===== config.mk =====
export PLATFORM = sky130hd
export DESIGN_NAME = free_list
export DESIGN_NICKNAME = d
export VERILOG_FILES = /design/src/rtl/rv32i_types.sv /design/src/rtl/free_list.sv
export SDC_FILE = /design/constraint.sdc
export NUM_CORES = 1
export LEC_CHECK = 0
export BUFFER_PORTS_ARGS = -buffer_cell sky130_fd_sc_hd__buf_2
export CELL_PAD_IN_SITES_DETAIL_PLACEMENT = 1
export CELL_PAD_IN_SITES_GLOBAL_PLACEMENT = 1
export CORE_ASPECT_RATIO = 0.5
export CORE_MARGIN = 1
export CORE_UTILIZATION = 40
export DETAILED_ROUTE_END_ITERATION = 16
export PLACE_DENSITY = 0.72
export SETUP_SLACK_MARGIN = 0.2
export SLEW_MARGIN = 5
export SYNTH_ARGS = -nofsm -noshare
export SYNTH_HDL_FRONTEND = slang
export SYNTH_SLANG_ARGS = --single-unit

===== constraint.sdc =====
create_clock -name clk -period 2.65 [get_ports clk]
set_input_delay 0.265 -clock clk [delete_from_list [all_inputs] [get_ports clk]]
set_output_delay 0.265 -clock clk [all_outputs]
set_load 0.005 [all_outputs]

===== src/rtl/rv32i_types.sv =====
// Shared renamer types: physical-register counts, phys-reg index type and the
// free-list pointer (wrap phase + index) with its increment helper.
package rv32i_types;

    localparam int NUM_PHYS_REGS = 64;
    localparam int NUM_ARCH_REGS = 32;
    localparam int PHYS_REG_BITS = $clog2(NUM_PHYS_REGS);

    // The free list holds every register not owned by the RRAT at reset.
    localparam int FL_DEPTH    = NUM_PHYS_REGS - NUM_ARCH_REGS;
    localparam int FL_IDX_BITS = $clog2(FL_DEPTH);
    localparam int FL_PTR_BITS = FL_IDX_BITS + 1;

    typedef logic [PHYS_REG_BITS-1:0] pd_t;

    // The phase bit flips each time the index wraps, which separates full from empty.
    typedef struct packed {
        logic                   phase;
        logic [FL_IDX_BITS-1:0] idx;
    } fl_ptr_t;

    function automatic fl_ptr_t fl_ptr_inc(input fl_ptr_t p);
        logic [FL_PTR_BITS-1:0] v;
        v = p;
        v = v + FL_PTR_BITS'(1);
        return fl_ptr_t'(v);
    endfunction

endpackage


===== src/rtl/free_list.sv =====
// Physical-register free list: circular show-ahead FIFO of free phys-reg indices.
// The RRAT enqueues freed registers at commit, rename dequeues fresh ones, and a
// flush re-opens every register that is not held by the RRAT.
// Optional feature: define FREE_LIST_BYPASS_EN to forward an enqueue straight to
// deq_pd when the list is empty.
module free_list
    import rv32i_types::*;
(
    input  logic                   clk,
    input  logic                   rst,
    input  logic                   enqueue,
    input  logic [PHYS_REG_BITS-1:0] enq_pd,
    input  logic                   dequeue,
    output logic [PHYS_REG_BITS-1:0] deq_pd,
    output logic                   deq_valid,
    input  logic                   flush,
    output logic [FL_PTR_BITS-1:0] free_count,
    output logic                   overflow
);

    pd_t     mem_q [FL_DEPTH];
    fl_ptr_t head_q, head_d;
    fl_ptr_t tail_q, tail_d;
    logic    overflow_q, overflow_d;

    logic    empty, full;
    logic    do_enq, do_deq;
    logic [FL_PTR_BITS-1:0] head_vec, tail_vec;

    assign empty = (head_q == tail_q);
    assign full  = (head_q.idx == tail_q.idx) && (head_q.phase != tail_q.phase);

    assign head_vec   = head_q;
    assign tail_vec   = tail_q;
    assign free_count = tail_vec - head_vec;
    assign overflow   = overflow_q;

    // Output selection, accept/reject decisions and next pointer values.
    always_comb begin
        // NOTE: every output of this block gets a default first, so no path can leave one unassigned and infer a latch.
        deq_pd     = mem_q[head_q.idx];
        deq_valid  = !empty;
        do_deq     = dequeue && !empty && !flush;
        do_enq     = enqueue && (!full || do_deq);
        overflow_d = overflow_q;
`ifdef FREE_LIST_BYPASS_EN
        if (empty && enqueue) begin
            deq_pd    = enq_pd;
            deq_valid = 1'b1;
            // Rename takes the forwarded register directly, so nothing is stored.
            if (dequeue && !flush) begin
                do_enq = 1'b0;
            end
        end
`endif
        if (enqueue && full && !do_deq) begin
            overflow_d = 1'b1;
        end

        tail_d = do_enq ? fl_ptr_inc(tail_q) : tail_q;
        head_d = do_deq ? fl_ptr_inc(head_q) : head_q;
        // Everything between the new tail and one lap back is free once the RRAT is the only mapping.
        if (flush) begin
            head_d = '{phase: ~tail_d.phase, idx: tail_d.idx};
        end
    end

    // Pointer and sticky-overflow registers; reset leaves the list full.
    always_ff @(posedge clk) begin
        // NOTE: state is updated with non-blocking assignments so every register samples pre-edge values.
        if (rst) begin
            head_q     <= '{phase: 1'b0, idx: '0};
            tail_q     <= '{phase: 1'b1, idx: '0};
            overflow_q <= 1'b0;
        end else begin
            head_q     <= head_d;
            tail_q     <= tail_d;
            overflow_q <= overflow_d;
        end
    end

    // Entry storage; written only when an enqueue is accepted.
    always_ff @(posedge clk) begin
        // NOTE: the storage is reset deliberately: entry i must hold p(NUM_ARCH_REGS+i) so the list starts full.
        if (rst) begin
            for (int i = 0; i < FL_DEPTH; i++) begin
                mem_q[i] <= pd_t'(NUM_ARCH_REGS + i);
            end
        end else if (do_enq) begin
            mem_q[tail_q.idx] <= enq_pd;
        end
    end

endmodule

==> impl_metrics.json <==
{
  "final_max_slew_viol_count": 0,
  "grt_overflow": 0,
  "hold_start": "enqueue",
  "synthCells": 745,
  "ant_nets": 0,
  "critPathMaxFanout": 6,
  "fin_area_sq_um": 11680,
  "grt_max_degree": 49,
  "antenna_found_initial": 0,
  "async_flop_share_pct": 0,
  "cts_hold_buf": 0,
  "synth.most_common_cell": "edfxtp_1",
  "hold_path_class": "in -> reg",
  "grt_pass1_vias": 6888,
  "cts_tree": "yes",
  "worstPathCellList": "buf_12 > buf_16 > buf_6 > mux4_2 > o22ai_4 > nor4_4 > buf_4 > buf_6",
  "critPathLaunchType": "flip-flop",
  "row_count": 39,
  "clkSlewWorstSetupHoldPaths_ns": 0.06,
  "fin_crit_ns": 2.589,
  "syn_area_sq_um": 9633,
  "via_count": 6651,
  "setup_violations": 0,
  "area_delta_synth_final_pct": 21.26,
  "ys_types": 48,
  "numCtsBuffers": 21,
  "timing.hold.ws_ns": 0.09771,
  "dpl.hpwl_um": 20700,
  "setup.worst_path.class": "reg -> out",
  "die_area_sq_um": 24750,
  "max_stage_delay_ns": 0.52,
  "synth_seq_cells": 210,
  "dieHeight_um": 111.7,
  "cp_data_required_time_ns": 2.38,
  "power_density_nw_per_um2": 668.9,
  "yosysWarnings": 0,
  "finalHoldViolations": 0,
  "cpMostUsedCell": "buf_6",
  "clkSinkCount": 210,
  "finalNonFillerCells": 1142,
  "avgSynthCellArea_sq_um": 12.93,
  "antenna_cells": 0,
  "drc": 0,
  "synth_area_leaders": "edfxtp_1 60%, mux4_2 11%, nand2_1 6.4%",
  "power_leakage_nw": 3.522,
  "ir_drop_mv": 0.3719,
  "maxCapViolCount": 0,
  "fin_crit_sh_pct": 97.69,
  "synth_fp_nets": 767,
  "grtUsageTotal_pct": 24.47,
  "synth_top_area_cell": "edfxtp_1",
  "core_area_sq_um": 23230,
  "dp.cells": 1086,
  "initial_core_util_pct": 41.47,
  "insertion_delay_ns": 0.50,
  "synth_common_cells": "192 x edfxtp_1, 165 x nand2_1, 103 x nor2_1, 48 x mux4_2, 28 x clkbuf_1",
  "r2r-start": "head_q[2]$_SDFFE_PP0N_",
  "p_total_w": 0.007814,
  "fin_skew_ns": 0.01287,
  "synth-edff-count": 192,
  "detail_route.vias_per_cell": 5.824,
  "drtPass1Iterations": 4,
  "slowest_stage": "mux4_2",
  "crit_path_end_kind": "primary output",
  "yosysSeqAreaShare_pct": 63.59,
  "worstSetupEndpoint": "deq_pd[2]",
  "placed_area_sq_um": 10460,
  "outcome": "finished clean",
  "routed_wl_um": 29810,
  "rsz0062_at_grt": "yes",
  "arrival_ns": 2.32,
  "r2r_end": "mem_q[7][0]$_SDFFCE_PN1P_",
  "fill_cells": 2351,
  "synth_flop_cell": "edfxtp_1",
  "grt_pass1_wl_um": 44130,
  "cts_root_buffer": "clkbuf_16",
  "htreeDepth": 1,
  "fin_nets": 847,
  "r2r_cells": 9,
  "worst_slew_pin_slew_ns": 1.344,
  "clock_path_buffers": 3,
  "synthDominantCellAreaShare_pct": 59.85,
  "ff2ff_setup_slack_ns": 0.26,
  "io_pins": 25,
  "max_freq_mhz": 386.3,
  "place.gp.congestion": 0.8575,
  "slew_headroom_pct": 10.31,
  "drtIter0Drc": 668,
  "finalSetupTns_ns": 0,
  "io_buffers": 24,
  "drive_above_1_share_pct": 31.26,
  "wire_per_inst_um": 26.11,
  "die_w_um": 221.5
}
[per-stage QoR]
stage	worst slack, ns	util, %
floorplan	0.2016	-
global placement	0.05931	45.01
detailed placement	-0.08404	45.01
CTS	0.02674	49.12
global route	0.006311	50.29
finish	0.06111	50.29
[routing by layer]
| metal | share of wire [%] | routed length (um) | global-route usage (%) | up-vias |
|---|---|---|---|---|
| li1 | - | - | - | 2863 |
| met1 | 43 | 12670 | 33.69 | 3442 |
| met2 | 47 | 14040 | 39.47 | 286 |
| met3 | 7.1 | 2105 | 4.355 | 60 |
| met4 | 3.3 | 989 | 8.426 | 0 |
| met5 | 0 | 0 | 0 | - |
[area by class of cell]
type / count / area (sq um) / area share (%)
sequential: 210 / 6136 / 52.53
clock inverter: 7 / 56.30 / 0.4820
clock buffer: 26 / 544.3 / 4.659
inverter: 14 / 52.55 / 0.4499
timing repair buffer: 109 / 882.1 / 7.551
multi-input combinational: 469 / 3626 / 31.04
tap: 307 / 384.1 / 3.288
[power by group]
part	total (W)	internal [W]	switching [W]
combinational	0.00132	0.000539	0.000780
clock	0.00276	0.00154	0.00122
sequential	0.00373	0.00368	0.0000482
total	0.00781	0.00576	0.00205
[registers in the layout (all words and copies together), names as in the netlist, named ones only]
signal,flops
head_q,6
mem_q,192
overflow,1
tail_q,6
[kinds of logic (layout without fill, tap and decap cells)]
family,Yosys count,in the layout,share of synthesized area [%]
AND/OR/NAND/NOR,327,327,14.33
flip-flops,210,210,63.59
AO/OA/AOI/OAI,69,69,4.845
buffers and inverters,66,156,3.026
multiplexers,49,49,11.33
XOR/XNOR,13,13,1.377
adder cells (fa/ha/maj),11,11,1.507
[placed cells by master, fill, tap and decap left out, types with 5 or more instances in the layout]
cell type	count
clkbuf_1	5
buf_2	23
a21o_1	7
o21ai_0	5
o22ai_1	8
dfxtp_2	5
nand2_2	9
xnor2_1	11
nor2b_1	14
a21oi_1	6
clkbuf_16	21
nor3_1	5
nand2_1	153
buf_4	76
edfxtp_1	192
mux4_2	48
nor2_1	102
o22ai_2	14
dfxtp_1	12
nor4_2	5
inv_1	10
ha_1	6
[critical path, delay by kind of cell (launching register included)]
family          cells  cell delay (ns)
simple gates        1             0.07
buf+inv             5             0.58
flops               1             0.42
mux                 1             0.52
compound gates      1             0.22
[how the worst min path moves through the flow]
stage	to	slack, ns	cells past startpoint
after floorplan	overflow$_SDFFE_PP0P_	0.40	2
after global placement	overflow$_SDFFE_PP0P_	0.46	2
after detailed placement	overflow$_SDFFE_PP0P_	0.47	2
after CTS	overflow$_SDFFE_PP0P_	0.1	3
after global routing	overflow$_SDFFE_PP0P_	0.12	3
final	overflow$_SDFFE_PP0P_	0.1	3
[what timing repair did]
| action | 4_1_cts | 5_1_grt |
|---|---|---|
| resized for setup | 35 | 48 |
| gates cloned | 2 | 0 |
| buffers inserted | 11 | 10 |
| endpoints found under the setup margin | 258 | 208 |
| pin swaps | 15 | 9 |
No activity file was read; power rests on OpenSTA's default activity.
